[src/rtl/reg_file_sb.sv]
// Register file with a scoreboard of pending writebacks. After reset a CLEAR
// sweep zeroes every register and pending bit before the block reports ready.
module reg_file_sb #(
  parameter int unsigned XLEN  = 32,
  parameter int unsigned NREGS = 32,
  localparam int unsigned AW   = $clog2(NREGS)
) (
  input  logic            clk,
  input  logic            rst_n,
  input  logic            we,
  input  logic [AW-1:0]   waddr,
  input  logic [XLEN-1:0] wdata,
  input  logic [AW-1:0]   raddr1,
  input  logic [AW-1:0]   raddr2,
  output logic [XLEN-1:0] rd1,
  output logic [XLEN-1:0] rd2,
  input  logic            pend_set,
  input  logic [AW-1:0]   pend_addr,
  output logic            busy1,
  output logic            busy2,
  output logic            ready
);

  typedef enum logic [0:0] {StClear, StRun} state_e;

  state_e          r_state;
  logic [AW-1:0]   r_clr_idx;
  logic            r_ready;
  logic [XLEN-1:0] r_regs [NREGS];
  logic [NREGS-1:0] r_pend;

  logic w_run;
  logic w_wr;
  logic w_ps;
  logic w_hit1;
  logic w_hit2;

  // Gating with rst_n keeps the outputs in their CLEAR values while reset is held.
  assign w_run  = rst_n && (r_state == StRun);
  assign w_wr   = w_run && we && (waddr != '0);
  assign w_ps   = w_run && pend_set && (pend_addr != '0);
  assign w_hit1 = w_wr && (waddr == raddr1);
  assign w_hit2 = w_wr && (waddr == raddr2);
  assign ready  = r_ready && rst_n;

  always_ff @(posedge clk) begin
    if (!rst_n) begin
      r_state   <= StClear;
      r_clr_idx <= '0;
      r_ready   <= 1'b0;
    end else begin
      case (r_state)
        StClear: begin
          r_regs[r_clr_idx] <= '0;
          r_pend[r_clr_idx] <= 1'b0;
          r_clr_idx         <= r_clr_idx + AW'(1);
          if (r_clr_idx == AW'(NREGS - 1)) begin
            r_state <= StRun;
            r_ready <= 1'b1;
          end
        end
        StRun: begin
          if (w_wr) begin
            r_regs[waddr] <= wdata;
            r_pend[waddr] <= 1'b0;
          end
          // Issued after the write clears it: a same-cycle re-issue keeps the bit set.
          if (w_ps) begin
            r_pend[pend_addr] <= 1'b1;
          end
        end
        default: begin
          r_state <= StClear;
        end
      endcase
    end
  end

  always_comb begin
    rd1   = '0;
    busy1 = 1'b1;
    if (w_run) begin
      busy1 = 1'b0;
      if (raddr1 != '0) begin
        rd1   = w_hit1 ? wdata : r_regs[raddr1];
        busy1 = r_pend[raddr1] && !w_hit1;
      end
    end
  end

  always_comb begin
    rd2   = '0;
    busy2 = 1'b1;
    if (w_run) begin
      busy2 = 1'b0;
      if (raddr2 != '0) begin
        rd2   = w_hit2 ? wdata : r_regs[raddr2];
        busy2 = r_pend[raddr2] && !w_hit2;
      end
    end
  end

endmodule

[config.mk]
export PLATFORM = sky130hd
export DESIGN_NAME = reg_file_sb
export DESIGN_NICKNAME = d
export VERILOG_FILES = /design/src/rtl/reg_file_sb.sv
export SDC_FILE = /design/constraint.sdc
export NUM_CORES = 1
export LEC_CHECK = 0
export CAP_MARGIN = 20
export CELL_PAD_IN_SITES_DETAIL_PLACEMENT = 1
export CELL_PAD_IN_SITES_GLOBAL_PLACEMENT = 1
export CORE_ASPECT_RATIO = 0.5
export CORE_UTILIZATION = 49
export DETAILED_ROUTE_END_ITERATION = 10
export HOLD_SLACK_MARGIN = 0.1
export PLACE_DENSITY_LB_ADDON = 0.1
export SLEW_MARGIN = 10
export SYNTH_ARGS = -nofsm -noshare
export SYNTH_HDL_FRONTEND = slang
export SYNTH_SLANG_ARGS = --single-unit
[constraint.sdc]
create_clock -name clk -period 3.2 [get_ports clk]
set_clock_uncertainty 0.05 [all_clocks]
set_input_delay 0.32 -clock clk [delete_from_list [all_inputs] [get_ports clk]]
set_output_delay 0.32 -clock clk [all_outputs]
set_load 0.02 [all_outputs]
# == Word-level counts from Yosys, hierarchy flattened ==
# Memory sizes are Yosys's and may differ from the RTL's.
# Index checks and enable logic that the tools add are counted.
# word_totals
output_inout_bits,67
memories,1
regBits,39
ramBits,1024
inputBits,56
word_cells,81
# mem_list
memory,depth,word_bits,read_ports,rd_clocked_by_memory_dff,write_ports,line_no,source
r_regs,32,32,2,0,1,29,logic [XLEN-1:0] r_regs [NREGS];
# op_classes
n_eq_ne,3
n_reduce_logical,21
n_mux,37
n_lt_le_gt_ge,8
bitwise,6
n_addsub,1
# op_table
operator,count
$mux W32,11
$and A32 B32 Y32,2
$not A32 Y32,2
$pmux W32 S2,1
$or A32 B32 Y32,1
$reduce_or A32 Y1,1
$lt A5 B6 Y1 const B,5
$reduce_bool A5 Y1,4
$mux W1,19
$demux W1 S5,3
$ge A5 B1 Y1 const B,3
$logic_and A1 B1 Y1,13
$bmux W1 S5,2
$eq A5 B5 Y1,2
$add A5 B1 Y5 const B,1
$eq A5 B5 Y1 const B,1
$mux W5,1
$logic_not A1 Y1,2
$reduce_and A2 Y1,1
$not A1 Y1,1

# == Longest topological paths before layout ==
# Gate-level depths: netlist of the first run.
# logic_depth
word_depth,12
depth_mapped,10
depth_no_buf,5

# == Least setup slack after synthesis of the first run ==
# OpenSTA, ideal clock, no wires.
# synth_timing
path_kind,input -> register
startpoint,in waddr[4]
endpoint,mem r_regs[0][0] (enable)
arrival_time_ps,2955
path_slack_ps,-226
path_stages,8
t_required_ps,2729
n_path_buf,4
setup_ps,421
path_cell_list,buf_6 > or3_1 > buf_2 > o31ai_4 > buf_6 > buf_2 > a21oi_1 > nor2_1
# synth_via
elab_chain_len,8
elab_cells_between_ends,9
classes_between,6 x mux; 3 x reduce/logical
# synth_rtl
item,line_no,source
start: declaration,11,"input logic [AW-1:0] waddr,"
$reduce_bool A5 Y1,40,assign w_wr = w_run && we && (waddr != '0);
$logic_and A1 B1 Y1,40,
$mux W1,63,if (w_wr) begin
$mux W1,52,case (r_state)
$mux W1,47,if (!rst_n) begin
$mux W1 (not written as such),64,r_regs[waddr] <= wdata;
$reduce_or A32 Y1 (no line),-,
$mux W5 (no line) / $mux W1 (equally long branches),-,
end: declaration,29,
# Several ways; a longest one is shown, not always the timed one.

# == Worst setup path after layout of the first run ==
# layout_timing
startpoint,in waddr[3]
endpoint,out rd2[31]
# layout_via
elab_chain_len,6
elab_cells_between_ends,7
classes_between,1 x eq/ne; 3 x mux; 3 x reduce/logical
# layout_rtl
item,line_no,source
$reduce_bool A5 Y1,40,
$logic_and A1 B1 Y1,40,
$logic_and A1 B1 Y1 (*),43,assign w_hit2 = w_wr && (waddr == raddr2);
$mux W32 (*),97,rd2 = w_hit2 ? wdata : r_regs[raddr2];
$mux W32 (*),96,if (raddr2 != '0) begin
$mux W32 (*),94,if (w_run) begin
end: declaration,16,"output logic [XLEN-1:0] rd2,"
# Mark *: on every way between the ends. The rest lies on a longest branch, timed or not.

==> reports/summary.json, run 1 <==
{
  "status": {
    "status": "finished, final reports clean"
  },
  "setup_path": {
    "r2r_start": "r_state",
    "cp_max_fo": 6,
    "critical_path.reg2reg.endpoint": "r_regs[1][12]",
    "critical_path.max_stage_delay_ps": 460,
    "end_kind": "output port",
    "path_cells": "clkdlybuf4s50_1 -> or3_4 -> o31ai_4 -> buf_6 -> o31ai_4 -> buf_12 -> bufbuf_16 -> a211oi_4 -> nor2_1 -> dlygate4sd2_1",
    "worst_ep_arrival_time_ps": 2800,
    "timing.critical_path.mode_cell": "o31ai_4",
    "critPathTopFamily": "buffers and inverters",
    "reg2regPathDepth": 8,
    "worst_setup_path_start_kind": "input pin",
    "critical-path-slowest-cell": "clkdlybuf4s50_1",
    "regToRegSetupSlack_ps": 570,
    "crit_buf_inv": 5,
    "timing.setup.critical_path_class": "in2out",
    "timing.critical_path.required_ps": 2830
  },
  "die": {
    "die-height_um": 230,
    "floorplan.io_pins": 123,
    "core.rowCount": 83,
    "die_w_um": 458,
    "die_area_um2": 105000,
    "core_area_um2": 103000,
    "initial_utilization_pct": 49.5
  },
  "detailed_routing": {
    "ant_nets": 0,
    "drt-initial-drc-count": 4555,
    "totalWireLength_mm": 183,
    "detail_route.wl_per_cell_um": 39.3,
    "route.vias.total": 32800,
    "detail_route.vias_per_cell": 7.05,
    "drc_errors": 0,
    "firstDrtPassIters": 5
  },
  "clock_network": {
    "clkLatencyLatePin_ps": 710,
    "tritoncts": "yes",
    "tritoncts.num_buffers": 98,
    "cts-root-buf": "clkbuf_16",
    "clock_edge_transition_at_the_registers_on_the_reported_setup_and_hold_paths_ps": 60,
    "cts.sinks": 1063,
    "cts_htree_levels": 3,
    "cts-root-to-sink-buffers": 3,
    "cts_hold_buf": 0
  },
  "sta": {
    "grt_setup_unrepaired": "yes",
    "fin_crit_ps": 3170,
    "report.final.hold_viol_count": 0,
    "layout_setup_ws_ps": 28.4,
    "maxClockFrequency_mhz": 315,
    "drv_slew": 0,
    "period_utilization_pct": 99.1,
    "timing.final.setup_violations": 0,
    "timing.slew.headroom_pct": 38.3,
    "worst_pin_slew_ps": 926
  },
  "yosys": {
    "ys_dominant_reg_cell": "edfxtp_1",
    "ys_ff_latch": 1063,
    "synthArstFlopShare_pct": 0,
    "ys_types": 55,
    "synthesis.yosys.warnings": 0,
    "synth-edff-count": 1056,
    "synth_top_family_by_area": "multiplexers",
    "synth-seq-area-share_pct": 62.6,
    "synth-xor-area-share_pct": 0.207,
    "synth_simple_gate_area_share_pct": 3.86,
    "synthesis.instances": 2798,
    "netlist_area_um2": 50900,
    "netlist.area_leader.share_pct": 62.3,
    "synthesis.area_per_instance_um2": 18.2,
    "share_of_the_synthesized_area_in_compound_gates_ao_oa_aoi_oai_pct": 5.06,
    "synth.mux.area_fraction_pct": 26.1,
    "synth.cells.most_frequent": "edfxtp_1, mux4_2, nor2_1",
    "synth_nets": 2859,
    "post_synth_fa_ha_maj_area_fraction_pct": 0.123,
    "synth_area_leaders": "edfxtp_1, mux4_2, mux2i_1, o22ai_1, nor2_1",
    "yosys.cell_count.top_type": "edfxtp_1",
    "synth_area_leader_cell": "edfxtp_1"
  },
  "placed_design": {
    "pre_cts_slack_ps": -523,
    "placement.io_buffers": 122,
    "gp_congestion": 0.887,
    "post-dp-hpwl_mm": 122
  },
  "grt": {
    "maximum_number_of_pins_on_one_net_before_global_route_repair": 47,
    "grt_first_pass_wirelength_mm": 256,
    "gr-total-overflow": 0,
    "grt_pass1_vias": 33400,
    "grt_util_all_layers_pct": 35.0,
    "antenna_found_initial": 10
  },
  "cells_and_area": {
    "drive_above_1_share_pct": 38.6,
    "total_nets_final": 3268,
    "area_growth_syn_to_layout_pct": 20.8,
    "postLayoutCoreUtil_pct": 59.8
  },
  "pwr": {
    "p_clk_share_pct": 40.3,
    "comb_power_share_pct": 9.1,
    "intPower_mw": 23.0,
    "power_leakage_nw": 20.8,
    "ir_drop_v": 0.000416,
    "pwr-share-seq_pct": 50.6,
    "p_per_area_nw_per_um2": 490,
    "switching_power_mw": 7.09,
    "p_sw_share_pct": 23.5
  },
  "hold_path": {
    "hold_path_class": "in2reg",
    "worstHoldEndpoint": "r_ready",
    "worst_hold_path_startpoint": "rst_n",
    "min_delay_path_depth": 3
  },
  "flow_run": {
    "cap_violations": 0
  }
}
==> power groups by stage <==
stage	clock, mW	combinational, mW	sequential, mW
after global routing	12.7	2.81	15.3
after floorplan	0	1.34	15.5
after CTS	12.3	2.67	15.3
final	12.1	2.73	15.3
after global placement	0	2.57	15.6
after detailed placement	0	2.59	15.6
==> through the flow <==
step                      total power, mW  cell area, um^2  TNS, ps  hold WS [ps]  std cells
after floorplan                      16.9            50900  -163480           382       2798
after global placement               18.1            57800   -10860           394       4451
after detailed placement             18.2            57800   -24220           409       4451
after CTS                            30.2            61400     -166           229       4643
after global routing                 30.8            61500    -97.8           264       4650
final                                30.1            61500        0           253       4651
==> layer usage <==
| layer | part of all wire, % | routed length (um) | track usage (%) | vias up |
|---|---|---|---|---|
| met5 | 0.024 | 43 | 0 | - |
| met4 | 2.7 | 5000 | 9.11 | 6 |
| met3 | 12 | 22300 | 11.4 | 282 |
| met2 | 45 | 81700 | 52.0 | 2035 |
| met1 | 40 | 73600 | 50.1 | 17800 |
| li1 | - | - | - | 12700 |
==> layout make-up <==
class                      instances  area [um^2]
inverter                           6         22.5
sequential                      1063        31900
clock inverter                    65          658
clock buffer                     115         2560
tap                             1360         1700
fill                            8845        41300
multi-input combinational       1503        18600
antenna                            4         10.0
timing repair buffer             535         6060
==> timing repair <==
item / in CTS / in global routing
pin swaps: 9 / 11
resized for setup: 167 / 63
setup endpoints to repair: 66 / 53
endpoints found under the hold margin: 0 / 0
setup buffers: 8 / 3
gates cloned: 4 / 1
==> logic make-up (layout without fill, tap and decap cells) <==
family | Yosys count | after routing
other | 0 | 4
xor gates and xnor gates | 12 | 12
DFF | 1063 | 1063
buffers and inverters | 232 | 721
and+or+nand+nor | 451 | 451
adders and majority gates | 5 | 5
muxes | 668 | 668
AOI/OAI and AO/OA | 367 | 367
==> placed cells by master (no fill, tap or decap), drive strengths merged, types with 4 or more instances in the layout <==
cell type,Yosys,routed
nand2b,13,13
nor2b,9,9
and2,38,38
mux2i,119,119
a31oi,4,4
ha,5,5
clkinv,0,40
clkinvlp,0,9
o21a,12,12
a211oi,41,41
or2,7,7
a21boi,4,4
nor2,231,231
dfxtp,7,7
xnor2,12,12
o22ai,148,148
buf,119,433
o31ai,6,6
a21oi,21,21
edfxtp,1056,1056
diode,0,4
o221ai,54,54
bufinv,0,12
nand3,17,17
mux2,24,24
o21ai,60,60
nand3b,7,7
and3,4,4
clkdlybuf4s15,0,19
mux4,525,525
nand2,110,110
inv,6,10
dlygate4sd2,0,16
clkdlybuf4s50,0,46
clkbuf,107,133
==> flip-flops by register name, summed over array words and instances, names as in the netlist <==
signal / count
r_regs: 1024
r_ready: 1
r_pend: 32
r_clr_idx: 5
r_state: 1
==> worst min-delay path, stage by stage <==
cell and delay [ps]:
buf_2 140, buf_4 310, o21a_1 190
==> worst max-delay path by stage <==
stage	slack, ps	cells past startpoint	to	from
finish	30	10	rd2[31]	waddr[3]
global route	-30	13	rd2[21]	waddr[4]
CTS	-70	8	busy2	r_state
detailed placement	-520	9	rd1[31]	waddr[2]
global placement	-490	9	rd1[31]	waddr[2]
floorplan	-230	8	r_regs[0][0]	waddr[4]
Power figures use the tool's default switching activity.
==> inputs of run 2 (changes only) <==
--- a/config.mk
+++ b/config.mk
@@ -9,7 +9,7 @@
 export CELL_PAD_IN_SITES_DETAIL_PLACEMENT = 1
 export CELL_PAD_IN_SITES_GLOBAL_PLACEMENT = 1
 export CORE_ASPECT_RATIO = 0.5
-export CORE_UTILIZATION = 49
+export CORE_UTILIZATION = 36
 export DETAILED_ROUTE_END_ITERATION = 10
 export HOLD_SLACK_MARGIN = 0.1
 export PLACE_DENSITY_LB_ADDON = 0.1
==> run 2 against run 1 <==
Effect of this change:
- count of clock-buffer cells in the layout grew 6
- clock power is essentially flat
- sequential cell count is the same
==> reports/summary.json, run 2 (synthesis gave the netlist of run 1 again) <==
{
  "clock_network": {
    "clock_edge_transition_at_the_registers_on_the_reported_setup_and_hold_paths_ps": 60,
    "tritoncts": "yes",
    "cts-root-to-sink-buffers": 3,
    "cts_htree_levels": 3,
    "tritoncts.num_buffers": 102,
    "cts_hold_buf": 0,
    "clkLatencyLatePin_ps": 710,
    "cts.sinks": 1063,
    "cts-root-buf": "clkbuf_16"
  },
  "sta": {
    "grt_setup_unrepaired": "yes",
    "fin_tns_setup_ps": 0,
    "report.final.hold_viol_count": 0,
    "maxClockFrequency_mhz": 316,
    "fin_crit_ps": 3160,
    "layout_setup_ws_ps": 36.9,
    "drv_slew": 0,
    "period_utilization_pct": 98.8,
    "timing.slew.headroom_pct": 33.2,
    "worst_pin_slew_ps": 1000,
    "fin_worst_hold_slack_ps": 238,
    "timing.final.setup_violations": 0
  },
  "detailed_routing": {
    "drc_errors": 0,
    "route.vias.total": 32000,
    "totalWireLength_mm": 192,
    "detail_route.wl_per_cell_um": 37.1,
    "drt-initial-drc-count": 3693,
    "firstDrtPassIters": 5,
    "ant_nets": 0,
    "detail_route.vias_per_cell": 6.18
  },
  "placed_design": {
    "placement.cell_area_um2": 58100,
    "placement.io_buffers": 122,
    "post-place-cells": 4958,
    "post-dp-hpwl_mm": 126,
    "pre_cts_slack_ps": -563,
    "gp_congestion": 0.829
  },
  "hold_path": {
    "hold_path_class": "in2reg",
    "min_delay_path_depth": 3,
    "worstHoldEndpoint": "r_ready",
    "worst_hold_path_startpoint": "rst_n"
  },
  "setup_path": {
    "critical_path.max_stage_delay_ps": 440,
    "cp_max_fo": 7,
    "critical-path-slowest-cell": "or3_4",
    "path_cells": "and3_4 -> o31ai_4 -> buf_6 -> or3_4 -> buf_12 -> buf_12 -> nand4_1 -> o2111ai_2 -> buf_6",
    "worst_setup_path_start_kind": "flip-flop",
    "crit_buf_inv": 4,
    "critPathTopFamily": "simple AND/OR/NAND/NOR gates",
    "reg2regPathDepth": 10,
    "critical_path.reg2reg.endpoint": "r_regs[11][17]",
    "end_kind": "output port",
    "r2r_start": "r_state",
    "timing.critical_path.required_ps": 2830,
    "regToRegSetupSlack_ps": 400,
    "worst_ep_arrival_time_ps": 2790,
    "timing.setup.critical_path_class": "reg2out",
    "critical_path_depth": 9
  },
  "pwr": {
    "p_per_area_nw_per_um2": 485,
    "ir_drop_v": 0.000421,
    "total_power_mw": 30.1,
    "power_leakage_nw": 20.8
  },
  "cells_and_area": {
    "postLayoutCoreUtil_pct": 44.3,
    "drive_above_1_share_pct": 39.1,
    "area_growth_syn_to_layout_pct": 21.9,
    "fin_cells": 5177,
    "largest_register_ffs": 1024,
    "layout.cells.most_common_list": "edfxtp_1, mux4_2, buf_4, nor2_1, o22ai_1",
    "layout.cells.most_common": "edfxtp_1",
    "regMostFlops": "r_regs",
    "largestRegisters": "r_regs (1024), r_pend (32), r_clr_idx (5)",
    "fin_area_um2": 62000,
    "total_nets_final": 3268
  },
  "die": {
    "die-height_um": 268,
    "core_area_um2": 140000,
    "die_area_um2": 143000,
    "die_w_um": 534,
    "initial_utilization_pct": 36.3,
    "floorplan.io_pins": 123,
    "core.rowCount": 97
  },
  "flow_run": {
    "cap_violations": 0
  },
  "grt": {
    "grt_first_pass_wirelength_mm": 265,
    "grt_util_all_layers_pct": 26.7,
    "gr-total-overflow": 0,
    "antenna_found_initial": 9,
    "maximum_number_of_pins_on_one_net_before_global_route_repair": 47,
    "grt_pass1_vias": 33000
  },
  "status": {
    "status": "finished, final reports clean"
  }
}
## run 2: cell count changes in the layout (fill, tap and decap cells not counted), sizes merged, moves of 2 or more
cell,previous run,this run
diode,4,1
dlygate4sd2,16,6
buf,433,449
clkinv,40,57
clkbuf,133,137
clkinvlp,9,5
bufbuf,3,1
bufinv,12,6
clkdlybuf4s15,19,12
## run 2: report_power, final
part           total (mW)  internal [mW]  switching (mW)  leakage, nW
Clock                12.1           6.45            5.61         1.57
Sequential           15.3           15.2          0.0637         10.6
Combinational        2.73           1.15            1.58         8.70
## run 2: how the worst max path moves through the flow
stage	from	to	slack [ps]
final	r_state	busy1	40
after floorplan	waddr[4]	r_regs[0][0]	-230
after detailed placement	waddr[2]	rd2[6]	-560
after global routing	r_state	busy1	-40
after CTS	r_state	busy1	-10
after global placement	waddr[2]	rd2[6]	-570
## run 2: what timing repair did
action / in CTS / in global routing
endpoints found under the hold margin: 0 / 0
endpoints found under the setup margin: 66 / 55
gates cloned: 1 / 2
setup buffers: 12 / 15
pin swaps: 9 / 12
resized for setup: 212 / 73
## run 2: area by class of cell
class	count	area (um^2)
Tap cell	1881	2350
Multi-Input combinational cell	1503	18700
Sequential cell	1063	31900
Antenna cell	1	2.50
Clock buffer	121	2670
Timing Repair Buffer	531	5890
Clock inverter	71	542
Inverter	6	22.5
Fill cell	13200	78100
## run 2: layer usage
| metal | part of all wire [%] | track usage, % |
|---|---|---|
| met2 | 45 | 40.7 |
| met1 | 45 | 39.4 |
| met3 | 7.7 | 5.40 |
| met4 | 2.3 | 5.99 |
| met5 | 0.014 | 0 |
## run 2: worst register-to-register path, cell delays in order (launching register included)
cell	delay (ps)
dfxtp_2	360
and3_4	210
buf_4	100
buf_4	90
buf_4	160
o31a_2	170
buf_4	110
nor2_1	30
a21oi_1	770
nor2_4	230
buf_12	250
